==> config.mk <==
export PLATFORM = sky130hd
export DESIGN_NAME = done_hdr
export DESIGN_NICKNAME = d
export VERILOG_FILES = /design/src/rtl/done_hdr.sv
export SDC_FILE = /design/constraint.sdc
export NUM_CORES = 1
export LEC_CHECK = 0
export BUFFER_PORTS_ARGS = -buffer_cell sky130_fd_sc_hd__buf_2
export CAP_MARGIN = 5
export CORE_MARGIN = 1.5
export CORE_UTILIZATION = 30
export CTS_BUF_LIST = sky130_fd_sc_hd__clkbuf_4
export CTS_CLUSTER_SIZE = 40
export DETAILED_ROUTE_END_ITERATION = 10
export GPL_TIMING_DRIVEN = 0
export SLEW_MARGIN = 40
export SYNTH_ARGS = -nofsm -noshare
export SYNTH_HDL_FRONTEND = slang
export SYNTH_SLANG_ARGS = --single-unit
export TNS_END_PERCENT = 5
==> constraint.sdc <==
create_clock -name clk -period 4.6 [get_ports clk]
set_clock_uncertainty 0.05 [all_clocks]
set_input_delay 1.38 -clock clk [delete_from_list [all_inputs] [get_ports clk]]
set_output_delay 1.38 -clock clk [all_outputs]
set_load 0.02 [all_outputs]
==> src/rtl/done_hdr.sv <==
// Completion handler: arms on a PE start edge, gathers sticky per-PE done bits,
// raises ap_done on all-done or watchdog expiry, and keeps run statistics.
module done_hdr #(
    parameter int unsigned NUM_PE = 4,
    parameter int unsigned CNT_W  = 32,
    parameter int unsigned TO_W   = 24
) (
    input  logic              clk,
    input  logic              rst_n,
    input  logic              sys_start,
    input  logic              pe_start,
    input  logic [NUM_PE-1:0] pe_done,
    input  logic              ap_continue,
    input  logic [TO_W-1:0]   timeout_lim,
    output logic              ap_done,
    output logic              ap_idle,
    output logic              busy,
    output logic              timeout,
    output logic [NUM_PE-1:0] done_mask,
    output logic [CNT_W-1:0]  done_cnt,
    output logic [CNT_W-1:0]  run_cycles
);

    typedef enum logic [1:0] {
        IDLE = 2'd0,
        RUN  = 2'd1,
        HOLD = 2'd2
    } state_t;

    state_t            state;
    logic              sys_start_r;
    logic              pe_start_r;
    logic [CNT_W-1:0]  cyc;

    logic              ss_pulse;
    logic              ps_edge;
    logic              all_done;
    logic [CNT_W-1:0]  n;
    logic [TO_W-1:0]   n_to;
    logic              wd_hit;

    always_comb begin
        ss_pulse = sys_start & ~sys_start_r;
        ps_edge  = pe_start & ~pe_start_r;
        all_done = &(done_mask | pe_done);
        n        = (cyc == '1) ? cyc : cyc + 1'b1;
        // Truncates or zero-extends the run length to the watchdog width.
        n_to     = TO_W'(n);
        wd_hit   = (timeout_lim != '0) && (n_to == timeout_lim);
    end

    always_ff @(posedge clk) begin
        if (!rst_n) begin
            state       <= IDLE;
            sys_start_r <= 1'b0;
            pe_start_r  <= 1'b0;
            done_mask   <= '0;
            done_cnt    <= '0;
            run_cycles  <= '0;
            timeout     <= 1'b0;
            cyc         <= '0;
        end else begin
            sys_start_r <= sys_start;
            pe_start_r  <= pe_start;
            if (ss_pulse) begin
                state      <= IDLE;
                done_mask  <= '0;
                done_cnt   <= '0;
                run_cycles <= '0;
                timeout    <= 1'b0;
                cyc        <= '0;
            end else begin
                unique case (state)
                    IDLE: begin
                        if (ps_edge) begin
                            state     <= RUN;
                            done_mask <= '0;
                            cyc       <= '0;
                        end
                    end
                    RUN: begin
                        done_mask <= done_mask | pe_done;
                        cyc       <= n;
                        // Completion takes precedence over a same-cycle watchdog hit.
                        if (all_done) begin
                            state      <= HOLD;
                            done_cnt   <= done_cnt + 1'b1;
                            run_cycles <= n;
                        end else if (wd_hit) begin
                            state      <= HOLD;
                            timeout    <= 1'b1;
                            run_cycles <= n;
                        end
                    end
                    HOLD: begin
                        if (ap_continue) state <= IDLE;
                    end
                    default: state <= IDLE;
                endcase
            end
        end
    end

    assign ap_idle = (state == IDLE);
    assign busy    = (state == RUN);
    assign ap_done = (state == HOLD);

endmodule

# Word level (Yosys, flattened, before mapping)
# Cells that the tools add are included.
[op_classes]
add_sub_neg = 2
mul = 0
div_mod_pow = 0
n_lt_le_gt_ge = 0
eq_ne = 7
n_shift = 0
muxes = 12
bitwise = 7
reduce_logical = 12
[op_table]
columns = ["op", "count"]
rows = [
  ["32-bit two-way mux", 4],
  ["32-bit by 1-bit adder with 32-bit output (second input constant)", 2],
  ["32-bit one-hot mux with 2 select lines", 1],
  ["32-bit == test (second input constant)", 1],
  ["24-bit == test", 1],
  ["24-bit nonzero test", 1],
  ["2-bit two-way mux", 4],
  ["4-bit one-hot mux with 2 select lines", 1],
  ["2-bit one-hot mux with 3 select lines", 1],
  ["3-bit AND reduction", 2],
  ["5-bit AND reduction", 1],
  ["4-bit two-way mux", 1],
  ["1-bit NOT", 4],
  ["4-bit bitwise OR", 1],
  ["2-bit AND reduction", 2],
  ["4-bit AND reduction", 1],
  ["2-bit nonzero test", 2],
  ["3-bit by 1-bit inequality test with 1-bit output (second input constant)", 1],
  ["1-bit AND", 2],
  ["2-bit by 1-bit == test with 1-bit output (second input constant)", 1],
  ["2-bit == test (second input constant)", 1],
  ["2-bit logical NOT", 1],
  ["2-bit by 1-bit inequality test with 1-bit output (second input constant)", 1],
  ["2-bit inequality test (second input constant)", 1],
  ["other kinds (2)", 2],
]
[totals]
ff_bits = 105
latchBits = 0
ramBits = 0
rom_bits = 0
mem_count = 0

# Depth between registers and ports, before layout
# Gate-level depths: netlist (run 1).
[depth]
depth_word = 7
mapped_depth = 13
depth_no_buf = 10

# Least setup slack after synthesis (run 1)
# Ideal clock, no wire load.
[synth_path]
path_type = "input-to-reg"
startpoint = "input timeout_lim[6]"
endpoint = "register run_cycles[4]"
arrival_ns = 3.310
required_time_ns = 4.405
path_slack_ns = 1.095
stages = 9
path_buffers = 1
path_cell_list = "xor2_1 -> nor4_1 -> o2bb2ai_1 -> or4_1 -> and4bb_1 -> nand4_1 -> nand2_2 -> buf_6 -> a211oi_2"
[synth_between]
elab_chain_cells = 4
[synth_lines]
columns = ["element", "line_no", "rtl"]
rows = [
  ["from (decl)", "14", "input logic [TO_W-1:0] timeout_lim,"],
  ["24-bit == test / 24-bit nonzero test (equally long branches)", "49", "wd_hit = (timeout_lim != '0) && (n_to == timeout_lim);"],
  ["1-bit logical AND (*)", "49", ""],
  ["2-bit nonzero test (no line) (*)", "n/a", ""],
  ["2-bit AND reduction (no line) (*)", "n/a", ""],
  ["to (signal assigned)", "88", "run_cycles <= n;"],
  ["to (signal assigned)", "92", "run_cycles <= n;"],
  ["to (decl)", "21", "output logic [CNT_W-1:0] run_cycles"],
]
# Every way passes the cells marked *; elsewhere a longest branch is shown, timed or not.
# A chain may end at the register's enable or synchronous reset.

# Worst setup path in the final report (run 1)
[layout_path]
startpoint = "register state[1]"
endpoint = "output busy"
[layout_between]
elab_chain_cells = 1
[layout_lines]
columns = ["element", "line_no", "rtl"]
rows = [
  ["from (decl)", "30", "state_t state;"],
  ["from (signal assigned)", "54", "state <= IDLE;"],
  ["from (signal assigned)", "66", "state <= IDLE;"],
  ["from (signal assigned)", "76", "state <= RUN;"],
  ["2-bit by 1-bit == test with 1-bit output", "105", "assign busy = (state == RUN);"],
  ["to (decl)", "17", "output logic busy,"],
]
# No other way between the ends.

==> results of run 1 <==
-- sequential cells by signal (all words and copies together), names as in the netlist --
| signal | cells |
|---|---|
| done_mask | 4 |
| sys_start_r | 1 |
| pe_start_r | 1 |
| done_cnt | 32 |
| state | 2 |
| timeout | 1 |
| cyc | 32 |
| run_cycles | 32 |
-- routing by layer --
metal / global-route usage / vias to the layer above / share of wire
li1: - / 3012 / -
met1: 0.267 / 2888 / 0.45
met2: 0.323 / 223 / 0.45
met3: 0.0332 / 44 / 0.060
met4: 0.0929 / 0 / 0.035
met5: 0 / - / 0
-- worst max path at each step --
| stage | startpoint | end | slack [ns] | cells past startpoint |
|---|---|---|---|---|
| 6_report | state[1]$_SDFFE_PP0P_ | busy | 0.22 | 6 |
| 5_1_grt | cyc[1]$_SDFFE_PP0P_ | run_cycles[22]$_SDFFE_PP0P_ | 0.005 | 12 |
| 4_1_cts | cyc[1]$_SDFFE_PP0P_ | run_cycles[22]$_SDFFE_PP0P_ | 0.08 | 12 |
| 3_5_place_dp | cyc[1]$_SDFFE_PP0P_ | run_cycles[4]$_SDFFE_PP0P_ | -0.18 | 12 |
| 3_3_place_gp | cyc[1]$_SDFFE_PP0P_ | run_cycles[24]$_SDFFE_PP0P_ | -0.12 | 12 |
| 2_1_floorplan | timeout_lim[6] | run_cycles[4]$_SDFFE_PP0P_ | 1.09 | 9 |
-- kinds of logic (layout without fill, tap and decap cells) --
kind of cell | after synthesis | in the layout | synth area share
DFF | 105 | 105 | 0.339
xor gates and xnor gates | 78 | 78 | 0.113
muxes | 5 | 5 | 0.00828
adders and majority gates | 2 | 2 | 0.00404
and+or+nand+nor | 354 | 354 | 0.294
other | 0 | 1 | 0
buffers and inverters | 69 | 192 | 0.0537
AOI/OAI and AO/OA | 159 | 159 | 0.188
-- metrics by stage --
stage,worst slack [ns],utilization
floorplan,1.09,-
global placement,-0.124,0.349
detailed placement,-0.181,0.349
CTS,0.0823,0.355
global route,0.00479,0.357
finish,0.223,0.357
-- worst register-to-register path, stage by stage (launching register included) --
cell	delay, ns
dfxtp_1	0.51
ha_1	0.38
nand4_1	0.28
nor4_4	0.38
buf_2	0.36
a211oi_2	0.16
xnor2_1	0.36
xnor2_1	0.16
nor4_2	0.49
nand4_1	0.40
nand2_2	0.37
buf_6	0.25
a211oi_2	0.09
-- power by group through the flow --
stage                     combinational (mW)  clock, mW  sequential, mW
after floorplan                       0.0825          0           0.938
after global placement                 0.152          0           0.936
after detailed placement               0.154          0           0.936
after CTS                              0.155      0.473           0.917
after global routing                   0.169      0.502           0.918
final                                  0.157      0.457           0.917
-- placed cells by master (no fill, tap or decap), types with 6 or more instances in the layout --
| master | instances |
|---|---|
| and2_1 | 8 |
| clkbuf_1 | 30 |
| nor3_1 | 43 |
| o21ai_0 | 31 |
| a21oi_1 | 41 |
| or3_1 | 9 |
| xnor2_1 | 39 |
| nor4_1 | 11 |
| xor2_1 | 38 |
| buf_2 | 121 |
| dfxtp_1 | 105 |
| nand3_1 | 32 |
| a311oi_1 | 6 |
| a211oi_2 | 21 |
| and3_1 | 17 |
| a22oi_1 | 15 |
| nand4_1 | 24 |
| inv_1 | 11 |
| and4_1 | 14 |
| nor2_1 | 98 |
| nand2_1 | 60 |
| nand2b_1 | 9 |
| a211oi_1 | 9 |
| clkbuf_4 | 9 |
-- timing repair --
action	CTS	global route
cloned	0	0
setup buffers	0	3
hold buffers	0	0
endpoints found under the hold margin	0	0
setup endpoints to repair	20	26
gates resized for setup	1	1
pin swaps	0	1
-- layout make-up --
cell class | count | area, um2
diodes | 1 | 2.50
flip-flops and latches | 105 | 2100
repair buffers | 107 | 543
multi-input cells | 598 | 3790
clock buffers | 9 | 67.6
clock inverters | 7 | 55.1
plain buffers | 58 | 292
well taps | 270 | 338
inverters | 11 | 41.3
fillers | 2201 | 13000
==> flow_summary.toml, run 1 <==
[route]
wl_per_cell_um = 18.5
drc = 0
via_per_inst = 5.29
wirelength_mm = 21.6
ant_nets = 0
drtIter0Drc = 485
drt-pass1-iter-count = 6
vias = 6167

[hold_path]
holdPathStages = 2
hold_path_end = "run_cycles[0]$_SDFFE_PP0P_"
hold_path_class = "reg2reg"
min_from = "run_cycles[0]$_SDFFE_PP0P_"

[sta]
tightestPinTransition_ns = 0.841
fin_crit_sh = 0.952
report.final.slew_viol_count = 0
tns_ns = 0
fmaxAchievable_mhz = 228
holdWs_ns = 0.425
max_slew_margin = 0.440
fin_crit_ns = 4.38
finalHoldViolCount = 0
setup_viol = 0
rsz0062_at_grt = "no"

[setup_path]
cp_top_family = "buffers and inverters"
rrSetupSlack_ns = 0.23
cp-end-kind = "primary output"
ff2ff_path_depth = 12
crit_type = "reg2out"
cpMostUsedCell = "clkbuf_1"
crit_path_start_kind = "register"
critical_path.max_fanout = 10
r2r_start = "cyc[1]$_SDFFE_PP0P_"
cp_cell_sequence = "nand2b_1, clkbuf_1, inv_1, clkbuf_1, buf_1, buf_2"
crit_slowest_cell = "buf_1"
worstPathArrival_ns = 2.95
worstReg2RegEnd = "run_cycles[4]$_SDFFE_PP0P_"
critPathMaxStageDelay_ns = 0.66
cp_num_buf_inv = 5
worstPathRequired_ns = 3.17

[global_route]
first_global_vias = 5957
grt_overflow = 0
grt_max_degree = 19
grt.total_usage = 0.202
antenna_found_initial = 1
grt_pass1_wl_mm = 33.8

[pwr]
seq_power_share = 0.599
p_per_area_mw_per_mm2 = 212
cellLeakagePower_nw = 2.65
comb_power_share = 0.102
p_sw_frac = 0.296
p_switching_uw = 453
max-vdd-ir-drop_mv = 0.104
intPower_mw = 1.08
p_total_mw = 1.53
power.share.clock = 0.299

[synthesis]
synth_area_leaders = "dfxtp_1 34%, nor2_1 5.9%, xnor2_1 5.5%"
yosys-top-cells-count = "105 x dfxtp_1, 98 x nor2_1, 60 x nand2_1, 43 x nor3_1, 41 x a21oi_1"
yosysMostFrequentCell = "dfxtp_1"
synth_top_area_frac = 0.339
ys.flop_type = "dfxtp_1"
synth_top_cell_by_area = "dfxtp_1"
synthCells = 772
ys_seq_area_frac = 0.339
syn_avg_cell_area_um2 = 8.02
synth_cell_type_count = 63
synth-seq-cells = 105
synth_fp_nets = 807
synthArstFlopShare = 0
yosys_warnings = 0
syn-cell-area_mm2 = 0.00619
synth-edff-count = 0

[clock_network]
cts_buffers = 9
htreeDepth = 3
clock_latency_ns = 0.50
clock-root-buffer = "clkbuf_4"
cts_tree = "built"
clock-sinks = 105
clk_pin_slew_ns = 0.18
ctsLongestPathBuffers = 2

[die]
die_w_um = 147
std_cell_rows = 52
die_y_um = 147
die_area_mm2 = 0.0215
core_mm2 = 0.0202
initial_core_util = 0.306
io_pins = 105

[place]
dp_cells = 1146
port_buffers = 104
gp_congestion = 0.966
dp_hpwl_mm = 16.5
place_area_mm2 = 0.00706

[outcome]
status = "finished clean"

[layout]
drive_above_1_share = 0.208
final_cells = 1166
fin_area_mm2 = 0.00723
area_delta_synth_final_pct = 16.7
nets = 925

[run]
maxCapViolCount = 0
Note: power is estimated with default switching activity, not from simulation.
==> run 2, diff against run 1 <==
ABC_AREA = 1   (was default)
CORE_UTILIZATION = 59   (was 30)
PLACE_DENSITY = 0.83   (was default)
==> flow_summary.toml, run 2 <==
[clock_network]
cts_buffers = 9
cts_tree = "built"
clock-sinks = 105
clock_latency_ns = 0.48
ctsLongestPathBuffers = 2
htreeDepth = 3
clock-root-buffer = "clkbuf_4"
cts_setup_buffers = 0
ctsHoldBuffers = 0
cts.repair.resized = 0
clk_pin_slew_ns = 0.18

[setup_path]
worstPathRequired_ns = 3.17
crit_path_start_kind = "register"
crit_type = "reg2out"
critPathMaxStageDelay_ns = 0.49
cp_num_buf_inv = 4
critical_path.max_fanout = 10
cp_cell_sequence = "inv_1, nor2_4, clkbuf_1, buf_1, buf_2"
cp_top_family = "buffers and inverters"
crit_slowest_cell = "buf_1"
worstPathArrival_ns = 2.31
cp-end-kind = "primary output"

[global_route]
grt_overflow = 0
antenna_found_initial = 0
grt_max_degree = 18
grt_pass1_wl_mm = 29.6
first_global_vias = 6247
grt.total_usage = 0.327

[sta]
rsz0062_at_grt = "no"
fin_crit_ns = 3.74
max_slew_margin = 0.580
finalHoldViolCount = 0
setup_viol = 0
tns_ns = 0
report.final.slew_viol_count = 0
fin_crit_sh = 0.813
tightestPinTransition_ns = 0.629
fmaxAchievable_mhz = 268

[layout]
seq_area_mm2 = 0.00210
area_delta_synth_final_pct = 13.0
drive_above_1_share = 0.161
multi_input_comb_area_mm2 = 0.00356
final_cell_mix = "317 x nand2_1, 153 x nor2_1, 135 x inv_1"
diodes = 0
layout_commonest_cell = "nand2_1"
nets = 1176
post-route-util = 0.690
fillers = 1008
reg_top3 = "cyc x32, done_cnt x32, run_cycles x32"

[die]
die_area_mm2 = 0.0114
std_cell_rows = 37
core_mm2 = 0.0104
io_pins = 105
die_w_um = 107
initial_core_util = 0.611
die_y_um = 107

[route]
vias = 6830
drt-pass1-iter-count = 7
via_per_inst = 5.33
wl_per_cell_um = 14.0
drtIter0Drc = 549
wirelength_mm = 17.9
ant_nets = 0
drc = 0

[pwr]
cellLeakagePower_nw = 3.61
power.share.clock = 0.323
seq_power_share = 0.591
p_sw_frac = 0.277
comb_power_share = 0.087
p_switching_uw = 430
intPower_mw = 1.12
p_per_area_mw_per_mm2 = 216
max-vdd-ir-drop_mv = 0.162

[place]
port_buffers = 104
dp_hpwl_mm = 14.1
gp_congestion = 0.962

[outcome]
status = "finished clean"

[synthesis]
synth_cell_type_count = 34
synth_area_leaders = "dfxtp_1 33%, nand2_1 19%, nor2_1 9.0%"
synthCells = 1026
yosys-top-cells-count = "317 x nand2_1, 153 x nor2_1, 135 x inv_1, 105 x dfxtp_1, 66 x nand3_1"
synth-edff-count = 0
synth-seq-cells = 105
syn_avg_cell_area_um2 = 6.20
synth_top_area_frac = 0.330
yosysMostFrequentCell = "nand2_1"
syn-cell-area_mm2 = 0.00636
synth_top_cell_by_area = "dfxtp_1"
synthArstFlopShare = 0
ys_seq_area_frac = 0.330
yosys_warnings = 0
synth_fp_nets = 1061
ys.flop_type = "dfxtp_1"

[hold_path]
hold_path_class = "reg2reg"

[run]
maxCapViolCount = 0
## run 2: cell families after synthesis
family          count (synthesis)  share of synthesized area
xor+xnor                       22                     0.0303
buf+inv                       171                      0.110
compound gates                 81                     0.0669
simple gates                  645                      0.458
flops                         105                      0.330
fa+ha+maj                       2                    0.00393
## run 2: tightest hold or removal path: cells and delay by family (launching register included)
family	cells	cell delay [ns]
flip-flops	1	0.35
AO/OA/AOI/OAI	1	0.06
buffers and inverters	1	0.05
## run 2: per-layer routing
layer  routed length (um)  track usage  vias up
li1                     -            -     3460
met1                 8180        0.438     3095
met2                 8100        0.523      243
met3                 1150       0.0571       32
met4                  471        0.126        0
met5                    0            0        -
## run 2: area by class of cell
class | instances | area share
Clock buffer | 9 | 0.00940
Buffer | 32 | 0.0249
Inverter | 139 | 0.0726
Clock inverter | 7 | 0.00974
Sequential cell | 105 | 0.292
Timing Repair Buffer | 104 | 0.0724
Multi-Input combinational cell | 750 | 0.495
Tap cell | 136 | 0.0237
## run 2: per-stage QoR
step	hold WS (ns)	instances	worst slack (ns)	power (mW)	cell area (um2)
2_1_floorplan	0.419	1026	1.39	1.02	6360
3_3_place_gp	0.411	1266	0.829	1.07	7050
3_5_place_dp	0.415	1266	0.814	1.07	7050
4_1_cts	0.450	1282	0.889	1.55	7190
5_1_grt	0.475	1282	0.708	1.61	7190
6_report	0.447	1282	0.862	1.55	7190
## run 2: path summary, 6_finish.rpt
path                                  to                 startpoint  depth (start not counted)  slack (ns)
max                                 busy      state[0]$_SDFFE_PP0P_                          5        0.86
min            done_cnt[12]$_SDFFE_PP0P_  done_cnt[12]$_SDFFE_PP0P_                          2        0.45
min reg2reg    done_cnt[12]$_SDFFE_PP0P_  done_cnt[12]$_SDFFE_PP0P_                          2        0.45
max reg2reg  run_cycles[22]$_SDFFE_PP0P_        cyc[0]$_SDFFE_PP0P_                         20        1.30
## run 2: power by group through the flow
| stage | registers (mW) | clock network (mW) | logic [mW] |
|---|---|---|---|
| detailed placement | 0.936 | 0 | 0.132 |
| floorplan | 0.938 | 0 | 0.0806 |
| finish | 0.917 | 0.501 | 0.135 |
| global route | 0.918 | 0.537 | 0.150 |
| CTS | 0.917 | 0.503 | 0.132 |
| global placement | 0.936 | 0 | 0.130 |
